`config.mk`:
```
export PLATFORM = sky130hd
export DESIGN_NAME = missile_pool
export DESIGN_NICKNAME = d
export VERILOG_FILES = /design/src/rtl/missile_pkg.sv /design/src/rtl/missile_slot.sv /design/src/rtl/missile_pool.sv
export SDC_FILE = /design/constraint.sdc
export NUM_CORES = 1
export LEC_CHECK = 0
export CELL_PAD_IN_SITES_DETAIL_PLACEMENT = 1
export CELL_PAD_IN_SITES_GLOBAL_PLACEMENT = 2
export CORE_ASPECT_RATIO = 0.8
export CORE_UTILIZATION = 36
export CTS_BUF_LIST = sky130_fd_sc_hd__clkbuf_16
export CTS_CLUSTER_DIAMETER = 120
export DETAILED_ROUTE_END_ITERATION = 7
export GPL_TIMING_DRIVEN = 0
export PLACE_DENSITY = 0.95
export SLEW_MARGIN = 10
export SYNTH_ARGS = -nofsm -noshare
export SYNTH_HDL_FRONTEND = slang
export SYNTH_HIERARCHICAL = 1
export SYNTH_SLANG_ARGS = --single-unit
```
`constraint.sdc`:
```
create_clock -name clk_22 -period 4.4 [get_ports clk_22]
set_input_delay 0.66 -clock clk_22 [delete_from_list [all_inputs] [get_ports clk_22]]
set_output_delay 0.66 -clock clk_22 [all_outputs]
set_load 0.02 [all_outputs]
```
`src/rtl/missile_pkg.sv`:
```
// missile_pkg: shared definitions for the missile pool.
//   slot_st_e  : per-slot FSM encoding (IDLE=00, FLY=01, CD=10; 11 is illegal)
//   dir_e      : flight direction latched at launch (0 = +x, 1 = -x)
//   DEF_*      : default screen geometry used as parameter defaults
//   popcount   : helper counting set bits of a slot vector
package missile_pkg;

  typedef enum logic [1:0] {
    ST_IDLE = 2'b00,
    ST_FLY  = 2'b01,
    ST_CD   = 2'b10
  } slot_st_e;

  typedef enum logic {
    DIR_RIGHT = 1'b0,
    DIR_LEFT  = 1'b1
  } dir_e;

  localparam int DEF_SCR_W  = 640;
  localparam int DEF_SCR_H  = 480;
  localparam int DEF_MARGIN = 3;

  // Up to 8 slots, so a 4-bit result always fits.
  function automatic logic [3:0] popcount(input logic [7:0] v);
    logic [3:0] c;
    c = '0;
    for (int i = 0; i < 8; i++) c = c + 4'(v[i]);
    return c;
  endfunction

endpackage

```
`src/rtl/missile_slot.sv`:
```
// missile_slot: one missile. IDLE tracks the robot, FLY steps SPEED pixels per
// tick until off-screen (or hit), CD waits CD_TICKS ticks before IDLE again.
// Optional feature macro: MISSILE_HIT_CLEAR_EN (adds the hit input).
// Ports:
//   clk, rst   tick clock, async active-low reset
//   launch     grant from the pool arbiter (only honoured in IDLE)
//   dir        direction sampled at launch
//   r_x, r_y   robot position
//   hit        (MISSILE_HIT_CLEAR_EN only) target struck, FLY -> CD
//   state      registered FSM state
//   x, y       registered missile position
module missile_slot
  import missile_pkg::*;
#(
  parameter int XY_W     = 10,
  parameter int SPEED    = 50,
  parameter int CD_TICKS = 10,
  parameter int SCR_W    = DEF_SCR_W,
  parameter int SCR_H    = DEF_SCR_H,
  parameter int MARGIN   = DEF_MARGIN,
  parameter int INIT_X   = 100,
  parameter int INIT_Y   = 140
) (
  input  logic            clk,
  input  logic            rst,
  input  logic            launch,
  input  logic            dir,
  input  logic [XY_W-1:0] r_x,
  input  logic [XY_W-1:0] r_y,
`ifdef MISSILE_HIT_CLEAR_EN
  input  logic            hit,
`endif
  output slot_st_e        state,
  output logic [XY_W-1:0] x,
  output logic [XY_W-1:0] y
);

  localparam int CW = (CD_TICKS > 1) ? $clog2(CD_TICKS) : 1;

  // Geometry compared in XY_W+1 bits so the step can be checked for overflow.
  localparam logic [XY_W:0] SPD = (XY_W+1)'(SPEED);
  localparam logic [XY_W:0] MAR = (XY_W+1)'(MARGIN);
  localparam logic [XY_W:0] SW  = (XY_W+1)'(SCR_W);
  localparam logic [XY_W:0] SH  = (XY_W+1)'(SCR_H);

  logic [CW-1:0]   cnt;
  dir_e            dir_q;
  logic [XY_W:0]   sum, diff;
  logic [XY_W-1:0] x_next;
  logic            off, hit_i;

`ifdef MISSILE_HIT_CLEAR_EN
  assign hit_i = hit;
`else
  assign hit_i = 1'b0;
`endif

  always_comb begin
    sum  = {1'b0, x} + SPD;
    diff = {1'b0, x} - SPD;
    // Borrow/carry saturate to an off-screen coordinate instead of wrapping.
    if (dir_q == DIR_LEFT) x_next = diff[XY_W] ? '0 : diff[XY_W-1:0];
    else                   x_next = sum[XY_W]  ? '1 : sum[XY_W-1:0];
    off = ({1'b0, x} < MAR) || ({1'b0, x} >= SW) ||
          ({1'b0, y} < MAR) || ({1'b0, y} >= SH);
  end

  always_ff @(posedge clk or negedge rst) begin
    if (!rst) begin
      state <= ST_IDLE;
      x     <= XY_W'(INIT_X);
      y     <= XY_W'(INIT_Y);
      cnt   <= '0;
      dir_q <= DIR_RIGHT;
    end else begin
      case (state)
        ST_IDLE: begin
          x   <= r_x;
          y   <= r_y;
          cnt <= '0;
          if (launch) begin
            state <= ST_FLY;
            dir_q <= dir_e'(dir);
          end
        end
        ST_FLY: begin
          // Hit wins over the move; off-screen is judged on the current position.
          if (hit_i || off) state <= ST_CD;
          else              x     <= x_next;
        end
        ST_CD: begin
          if (cnt == CW'(CD_TICKS - 1)) begin
            state <= ST_IDLE;
            cnt   <= '0;
          end else begin
            cnt <= cnt + 1'b1;
          end
        end
        default: begin
          state <= ST_IDLE;
          cnt   <= '0;
        end
      endcase
    end
  end

endmodule

```
`src/rtl/missile_pool.sv`:
```
// missile_pool: N_SLOTS independent missiles fired from the robot.
// Lowest-index IDLE slot is granted when shoot_sign is high (one launch per
// tick); outputs are decoded combinationally from the registered slot states.
// Optional feature macro: MISSILE_HIT_CLEAR_EN (adds hit[N_SLOTS-1:0]).
// Ports:
//   clk_22, rst        tick clock, async active-low reset
//   shoot_sign         level fire request
//   shoot_dir          0 = +x, 1 = -x, latched at launch
//   r_x, r_y           robot position
//   hit                (MISSILE_HIT_CLEAR_EN only) per-slot target strike
//   m_x, m_y           packed slot positions, slot i at [i*XY_W +: XY_W]
//   show_valid         slot i in FLY
//   cd_sign            no slot IDLE
//   free_cnt           number of IDLE slots
module missile_pool
  import missile_pkg::*;
#(
  parameter int N_SLOTS  = 4,
  parameter int XY_W     = 10,
  parameter int SPEED    = 50,
  parameter int CD_TICKS = 10,
  parameter int SCR_W    = DEF_SCR_W,
  parameter int SCR_H    = DEF_SCR_H,
  parameter int MARGIN   = DEF_MARGIN,
  parameter int INIT_X   = 100,
  parameter int INIT_Y   = 140
) (
  input  logic                      clk_22,
  input  logic                      rst,
  input  logic                      shoot_sign,
  input  logic                      shoot_dir,
  input  logic [XY_W-1:0]           r_x,
  input  logic [XY_W-1:0]           r_y,
`ifdef MISSILE_HIT_CLEAR_EN
  input  logic [N_SLOTS-1:0]        hit,
`endif
  output logic [N_SLOTS*XY_W-1:0]   m_x,
  output logic [N_SLOTS*XY_W-1:0]   m_y,
  output logic [N_SLOTS-1:0]        show_valid,
  output logic                      cd_sign,
  output logic [3:0]                free_cnt
);

  slot_st_e                         st [N_SLOTS];
  logic [N_SLOTS-1:0][XY_W-1:0]     slot_x, slot_y;
  logic [N_SLOTS-1:0]               idle, grant;

  // Isolate the lowest set bit of idle; a full pool yields no grant.
  assign grant = shoot_sign ? (idle & (~idle + N_SLOTS'(1))) : '0;

  genvar g;
  for (g = 0; g < N_SLOTS; g++) begin : g_slot
    missile_slot #(
      .XY_W(XY_W), .SPEED(SPEED), .CD_TICKS(CD_TICKS),
      .SCR_W(SCR_W), .SCR_H(SCR_H), .MARGIN(MARGIN),
      .INIT_X(INIT_X), .INIT_Y(INIT_Y)
    ) u_slot (
      .clk    (clk_22),
      .rst    (rst),
      .launch (grant[g]),
      .dir    (shoot_dir),
      .r_x    (r_x),
      .r_y    (r_y),
`ifdef MISSILE_HIT_CLEAR_EN
      .hit    (hit[g]),
`endif
      .state  (st[g]),
      .x      (slot_x[g]),
      .y      (slot_y[g])
    );
    assign idle[g]       = (st[g] == ST_IDLE);
    assign show_valid[g] = (st[g] == ST_FLY);
  end

  assign m_x      = slot_x;
  assign m_y      = slot_y;
  assign free_cnt = popcount(8'(idle));
  assign cd_sign  = (free_cnt == 4'd0);

endmodule
```
Word level (Yosys, flattened, before mapping)

Cells that the tools add are included.

Register bits: 108
Bits in latches: 0
RAM bits: 0
Memory bits (read-only): 0
Input bits: 24
Output and inout port bits: 89
Memories kept: 0

Add/sub/neg operators: 16
Multipliers: 0
Divide/modulo/power cells: 0
$lt $le $gt $ge: 16
Equal/unequal tests: 28
Shift-type cells: 0
Mux-type cells: 45
Bitwise gates (word level): 2
Reductions and logical operators: 33

Operators by type and width:

| kind                    | count |
|---|---|
| $mux W10                | 16 |
| $lt A10 B2 Y1 const B   | 8 |
| $pmux W10 S2            | 4 |
| $add A10 B6 Y11 const B | 4 |
| $sub A10 B6 Y11 const B | 4 |
| $ge A10 B10 Y1 const B  | 4 |
| $ge A10 B9 Y1 const B   | 4 |
| $pmux W4 S2             | 4 |
| $mux W2                 | 12 |
| $ne A2 B1 Y1 const B    | 12 |
| $pmux W2 S3             | 4 |
| $add A4 B1 Y4 const B   | 5 |
| $mux W4                 | 5 |
| $eq A4 B4 Y1 const B    | 4 |
| $reduce_and A2 Y1       | 8 |
| $logic_or A1 B1 Y1      | 12 |
| $reduce_and A3 Y1       | 4 |
| $eq A2 B1 Y1 const B    | 4 |
| $eq A2 B2 Y1 const B    | 4 |
| $logic_not A2 Y1        | 4 |
| $ne A2 B2 Y1 const B    | 4 |
| $reduce_bool A2 Y1      | 4 |
| $add A3 B1 Y4           | 1 |
| $and A4 B4 Y4           | 1 |
| 4 further kinds         | 4 |

Logic depth before layout (Yosys ltp)

Gate-level depths: netlist of run 1.

Depth after elaboration: 7
Mapped depth: 8
Gate-level depth less buffers: 7

Hierarchy

Netlist of run 1, hierarchy kept.

By module, submodules not included:

| module       | times used | cells an instance | area each (um^2) |
|---|---|---|---|
| missile_slot | 4          | 181               | 1665.3 |
| missile_pool | 1          | 21                | 162.7 |

Least setup slack after synthesis of run 1

No wires, ideal clock.

Kind: flip-flop to output port
From: reg g_slot[0].u_slot.state[0]
To: out cd_sign
Arrival: 2065 ps
Required time: 3740 ps
Slack: 1675 ps
Stages on the path, launching flop included: 7
Buffers on the path: 0
Cells stage by stage: dfrtp_1 -> nor2_2 -> xor2_1 -> ha_1 -> ha_1 -> ha_1 -> nor3_1

Cells in the longest elaborated chain, start to end: 5

RTL lines:

| item                   | RTL line           | source |
|---|---|---|
| start, declared        | missile_slot.sv:33 | `output slot_st_e state,` |
| start signal, assigned | missile_slot.sv:70 | `state <= ST_IDLE;` |
| start signal, assigned | missile_slot.sv:82 | `state <= ST_FLY;` |
| start signal, assigned | missile_slot.sv:88 | `if (hit_i \|\| off) state <= ST_CD;` |
| $logic_not A2 Y1       | missile_pool.sv:71 | `assign idle[g] = (st[g] == ST_IDLE);` |
| $add A1 B1 Y2          | missile_pkg.sv:27  | `for (int i = 0; i < 8; i++) c = c + 4'(v[i]);` |
| $add A2 B1 Y3          | missile_pkg.sv:27  |  |
| $add A3 B1 Y4          | missile_pkg.sv:27  |  |
| named net free_cnt[1]  | missile_pool.sv:41 | `output logic [3:0] free_cnt` |
| $logic_not A4 Y1       | missile_pool.sv:78 | `assign cd_sign = (free_cnt == 4'd0);` |
| end, declared          | missile_pool.sv:40 | `output logic cd_sign,` |

The timed path passes the listed nets, and every way through them passes these cells.

Final worst setup path of run 1

From: reg g_slot[1].u_slot.state[0]
To: out cd_sign

Cells in the longest elaborated chain, start to end: 5

RTL lines:

| item                   | RTL line |
|---|---|
| start, declared        | missile_slot.sv:33 |
| start signal, assigned | missile_slot.sv:70 |
| start signal, assigned | missile_slot.sv:82 |
| start signal, assigned | missile_slot.sv:88 |
| $logic_not A2 Y1       | missile_pool.sv:71 |
| $add A1 B1 Y2          | missile_pkg.sv:27 |
| $add A2 B1 Y3          | missile_pkg.sv:27 |
| $add A3 B1 Y4          | missile_pkg.sv:27 |
| $logic_not A4 Y1       | missile_pool.sv:78 |

No other way between the ends.

==> flow_summary.toml, run 1 <==
[clock_tree]
numCtsBuffers = 9
clk_latency_ps = 360
cts_tree = "built"
ctsHoldBuffers = 0
path_clk_slew_ps = 80
clock-sinks = 108
cts-htree-levels = 3
root_buffer = "clkbuf_16"
postCtsSetupRepairBufs = 0
ctsLongestPathBuffers = 2
cts-resized-gates = 0

[power_and_ir_drop]
seq_power_share_pct = 26.4
max-vdd-ir-drop_uv = 432.6
switching_share_pct = 48.02
power.switching_mw = 3.744
clkPwrFrac_pct = 11.0
p_per_area_mw_per_mm2 = 908.3
power.leakage_nw = 3.314
p_int_mw = 4.053
p_comb_share_pct = 62.6

[floorplan]
start_util_pct = 37.22
core_area_mm2 = 0.01833
die_area_mm2 = 0.01951
die_y_um = 125.1
chipWidth_um = 155.9
num_io_pins = 113
row_count = 44

[sta]
rsz0062_at_grt = "false"
post-route-period-util_pct = 78.37
relSlewSlack_pct = 55.77
drv_slew = 0
fin_skew_ps = 8.152
worst_pin_slew_ps = 663.5
finalSetupViolations = 0
min_period_ps = 3448
clock.fmax_mhz = 290.0
hold_ws_ps = 198.0
tns_ps = 0
hold_viol = 0

[critical_path]
worstSetupEndpointType = "output pin"
slowest_stage = "clkdlybuf4s50_1"
cp_cell_sequence = "nor2_2 > xor2_1 > ha_1 > ha_1 > ha_1 > nor3_1 > clkdlybuf4s50_1"
path_class = "register to output pin"
critPathArrivalTime_ps = 2790
cp-start-kind = "register"
timing.reg2reg.setup_slack_ps = 2020
max_stage_delay_ps = 620
critPathMostFrequentCell = "ha_1"
r2r-start = "g_slot[3].u_slot/x[2]"
worstPathMaxFanout = 6
r2r_cells = 5
reg2reg_to = "g_slot[3].u_slot/x[6]"
worstPathRequired_ps = 3740

[route]
post_drt_wl_per_cell_um = 20.33
routed_wl_mm = 22.90
via_count = 6413
post-route-drc-count = 0
ant_nets = 0
viasPerCell = 5.695
firstDrtPassIters = 5
drt_iter0_drc = 275

[logic_synthesis]
synth.area.top_cells = "dfrtp_1 (31%), dfstp_2 (9.2%), mux2_2 (7.3%), o21ai_0 (4.7%), nand2_1 (4.2%)"
ys_top_cells_by_count = "dfrtp_1 (84), nand2_1 (76), o21ai_0 (64)"
ys_ff_latch = 108
yosys.area.top_type_share_pct = 30.80
yosysMostFrequentCell = "dfrtp_1"
ys_warn_count = 6
synth_ff_type = "dfrtp_1"
synthesis.nets = 788
syn-instance-count = 745
synth-async-reset-ratio_pct = 100.0
synth_edf_count = 0
syn_area_per_cell_um2 = 9.160
synth-seq-area-share_pct = 40.04
synth.distinct_cells = 50
syn-cell-area_mm2 = 0.006824
synth.largest_area_cell = "dfrtp_1"

[final_layout]
instances_no_fill = 1126
nets = 911
antenna_cells = 0
finalInstanceArea_mm2 = 0.008583
drive_gt1_share_pct = 13.06
syn2layout_area_growth_pct = 25.78
final_core_util_pct = 46.82

[placement]
dp.cells = 1110
placed_area_mm2 = 0.008280
io_buffers = 111
dp_hpwl_mm = 16.56
gp_congestion = 0.8528

[run]
maxCapViolCount = 0

[global_routing]
overflow = 0
antenna_found_initial = 0
grt_pass1_vias = 6472
gr-usage-all-layers_pct = 24.23
grt_first_pass_wirelength_mm = 36.60
grt_max_degree = 73

[status]
outcome = "finished, final reports clean"

[min_path]
min_path_type = "input port to async pin"
==> cells in the final DEF, fill, tap and decap left out, drive strengths merged, types with 8 or more instances in the layout <==
cell type | netlist | routed
clkdlybuf4s50 | 0 | 110
dfrtp | 84 | 84
nand2 | 76 | 76
o21ai | 64 | 64
nor2 | 64 | 64
clkbuf | 44 | 53
mux2 | 44 | 44
a21oi | 24 | 24
dfstp | 24 | 24
inv | 20 | 23
nor3 | 22 | 22
nand3 | 20 | 20
ha | 19 | 19
buf | 17 | 19
nand4 | 16 | 16
a31oi | 16 | 16
a211oi | 16 | 16
o31ai | 16 | 16
nor4 | 13 | 13
nor2b | 12 | 12
mux2i | 12 | 12
xnor2 | 12 | 12
o22ai | 12 | 12
xor2 | 9 | 9
o221ai | 9 | 9
nand3b | 8 | 8
nand2b | 8 | 8
or3 | 8 | 8
==> sequential cells by signal (all words and copies together) (netlist names) <==
name / flops
g_slot.u_slot/y: 40
g_slot.u_slot/state: 8
g_slot.u_slot/cnt: 16
g_slot.u_slot/x: 40
g_slot.u_slot/dir_q: 4
==> critical path: cells and delay by family (launching register included) <==
kind,cells,cell delay (ps)
and+or+nand+nor,2,410
DFF,1,450
adders and majority gates,3,760
xor gates and xnor gates,1,180
buffers and inverters,1,620
==> stage by stage <==
stage	setup slack, ps	total power, mW
finish	951.6	7.796
global route	815.6	8.344
CTS	921.2	7.804
detailed placement	1321	6.902
global placement	-1765	6.777
floorplan	1675	5.076
==> kinds of logic after synthesis <==
group           Yosys count  share of synthesized area (%)
buf+inv                  81                          5.097
xor+xnor                 21                          2.695
fa+ha+maj                19                          3.484
mux                      56                          9.021
flops                   108                          40.04
compound gates          202                          20.72
other cells               1                        0.05495
simple gates            257                          18.89
==> routing by layer <==
| layer | GRT usage, % | wire, um | vias up |
|---|---|---|---|
| li1 | - | - | 2981 |
| met4 | 7.670 | 551 | 0 |
| met5 | 0 | 0 | - |
| met1 | 33.58 | 10820 | 3209 |
| met2 | 36.63 | 10090 | 190 |
| met3 | 6.412 | 1432 | 33 |
==> how the worst max path moves through the flow <==
stage                         startpoint                     to  slack (ps)  cells after the start
5_1_grt        g_slot[1].u_slot/state[0]                cd_sign         820                      7
3_5_place_dp   g_slot[1].u_slot/state[0]                cd_sign        1320                      7
2_1_floorplan  g_slot[0].u_slot/state[0]                cd_sign        1680                      6
4_1_cts        g_slot[1].u_slot/state[0]                cd_sign         920                      7
6_report       g_slot[1].u_slot/state[0]                cd_sign         950                      7
3_3_place_gp                         rst  g_slot[3].u_slot/y[0]       -1760                      1
==> power groups by stage <==
stage / logic (mW) / registers (mW) / clock network (mW)
floorplan: 2.68 / 2.39 / 0
finish: 4.88 / 2.06 / 0.856
global route: 5.30 / 2.13 / 0.914
detailed placement: 4.84 / 2.06 / 0
CTS: 4.87 / 2.06 / 0.875
global placement: 4.74 / 2.03 / 0
==> final cells by class <==
type                    count  area (um^2)
well taps                 253        316.6
inverters                  20        75.07
clock buffers               9        225.2
multi-input cells         556         3744
clock inverters             7        77.57
plain buffers              61        272.8
repair buffers            112         1140
fillers                  2156         9749
flip-flops and latches    108         2733
No activity file was read; power rests on OpenSTA's default activity.
==> run 2, diff against run 1 <==
--- a/config.mk
+++ b/config.mk
@@ -8,12 +8,12 @@
 export CELL_PAD_IN_SITES_DETAIL_PLACEMENT = 1
 export CELL_PAD_IN_SITES_GLOBAL_PLACEMENT = 2
 export CORE_ASPECT_RATIO = 0.8
-export CORE_UTILIZATION = 36
+export CORE_UTILIZATION = 33
 export CTS_BUF_LIST = sky130_fd_sc_hd__clkbuf_16
 export CTS_CLUSTER_DIAMETER = 120
 export DETAILED_ROUTE_END_ITERATION = 7
 export GPL_TIMING_DRIVEN = 0
-export PLACE_DENSITY = 0.95
+export PLACE_DENSITY = 0.91
 export SLEW_MARGIN = 10
 export SYNTH_ARGS = -nofsm -noshare
 export SYNTH_HDL_FRONTEND = slang
==> constraint.sdc (replaced) <==
create_clock -name clk_22 -period 3.6 [get_ports clk_22]
set_input_delay 0.54 -clock clk_22 [delete_from_list [all_inputs] [get_ports clk_22]]
set_output_delay 0.54 -clock clk_22 [all_outputs]
set_load 0.02 [all_outputs]
==> flow_summary.toml, run 2 (synthesis results as in run 1) <==
[clock_tree]
cts-resized-gates = 0
postCtsSetupRepairBufs = 0
clock-sinks = 108
cts_tree = "built"
numCtsBuffers = 9
cts-htree-levels = 3
ctsHoldBuffers = 0
path_clk_slew_ps = 80
root_buffer = "clkbuf_16"
ctsLongestPathBuffers = 2
clk_latency_ps = 370

[floorplan]
chipWidth_um = 162.8
core_area_mm2 = 0.02003
start_util_pct = 34.07
num_io_pins = 113
row_count = 46
die_y_um = 130.6
die_area_mm2 = 0.02126

[sta]
fin_skew_ps = 6.461
drv_slew = 0
min_period_ps = 3344
timing.final.ws_setup_ps = 255.8
finalSetupViolations = 0
post-route-period-util_pct = 92.89
clock.fmax_mhz = 299.0
hold_viol = 0
rsz0062_at_grt = "false"
relSlewSlack_pct = 53.15
tns_ps = 0
worst_pin_slew_ps = 695.4

[run]
maxCapViolCount = 0

[critical_path]
path_class = "register to output pin"
worstSetupEndpointType = "output pin"
worstPathRequired_ps = 3060
cp-start-kind = "register"
worstPathMaxFanout = 6
critPathArrivalTime_ps = 2800

[route]
via_count = 6395
ant_nets = 0
post-route-drc-count = 0
post_drt_wl_per_cell_um = 20.37
drt_iter0_drc = 498
routed_wl_mm = 23.18
viasPerCell = 5.620
firstDrtPassIters = 5

[final_layout]
instances_no_fill = 1138
mostFrequentLayoutCells = "clkdlybuf4s50_1 (110), dfrtp_1 (84), nand2_1 (76), o21ai_0 (64), nor2_1 (62)"
syn2layout_area_growth_pct = 25.89
layout_commonest_cell = "clkdlybuf4s50_1"
multi_input_area_mm2 = 0.003744
nets = 911
nFillCells = 2315
drive_gt1_share_pct = 13.17
regArea_mm2 = 0.002733
reg_top3 = "g_slot.u_slot/x: 40 flops, g_slot.u_slot/y: 40 flops, g_slot.u_slot/cnt: 16 flops"

[placement]
pre_cts_ws_ps = 639.2
dp.cells = 1121
io_buffers = 111
gp_congestion = 0.8679
dp_hpwl_mm = 16.83

[power_and_ir_drop]
max-vdd-ir-drop_uv = 501.6
power.leakage_nw = 3.306
p_per_area_mw_per_mm2 = 1108

[global_routing]
antenna_found_initial = 0
gr-usage-all-layers_pct = 22.79
grt_pass1_vias = 6256
overflow = 0
grt_max_degree = 73
grt_first_pass_wirelength_mm = 36.83

[min_path]
min_path_type = "input port to async pin"

[status]
outcome = "finished, final reports clean"
-- run 2: where the power goes --
part           switching [mW]  internal [mW]
clock                   0.528          0.488
sequential              0.641           1.88
combinational            3.46           2.53
-- run 2: final timing paths --
check / startpoint / end / slack, ps / depth (start not counted)
max in group asynchronous: rst / g_slot[3].u_slot/y[2] / 2780 / 2
min in group clk_22: g_slot[2].u_slot/cnt[3] / g_slot[2].u_slot/cnt[3] / 540 / 2
min: rst / g_slot[1].u_slot/x[9] / 70 / 1
max reg2reg: g_slot[0].u_slot/x[2] / g_slot[0].u_slot/x[6] / 1240 / 5
max: g_slot[0].u_slot/state[0] / cd_sign / 260 / 7
min reg2reg: g_slot[2].u_slot/cnt[3] / g_slot[2].u_slot/cnt[3] / 540 / 2
-- run 2: worst max-delay path: stages (launching register included) --
cell,delay (ps)
dfrtp_1,460
nor2_2,230
xor2_1,180
ha_1,250
ha_1,220
ha_1,290
nor3_1,180
clkdlybuf4s50_1,620
-- run 2: metal layers --
metal	part of all wire [%]	track usage [%]	vias up
li1	-	-	2992
met1	47	31.71	3200
met2	44	34.27	178
met3	7.4	6.597	25
met4	1.6	6.487	0
met5	0	0	-
-- run 2: area by class of cell --
type	count	share of cell area, %
antenna	1	0.02913
multi-input combinational	556	43.58
inverter	20	0.8739
timing repair buffer	112	13.27
tap	264	3.845
clock inverter	7	0.8010
buffer	61	3.175
sequential	108	31.81
clock buffer	9	2.622
-- run 2: stage by stage --
stage	power [mW]	area, um^2	utilization, %	hold WS, ps
after global placement	8.331	8265	41.27	511.0
after global routing	10.22	8588	42.88	93.19
final	9.520	8591	42.89	74.89
after detailed placement	8.465	8294	41.41	485.6
after CTS	9.537	8588	42.88	79.83
after floorplan	6.204	6824	-	244.4
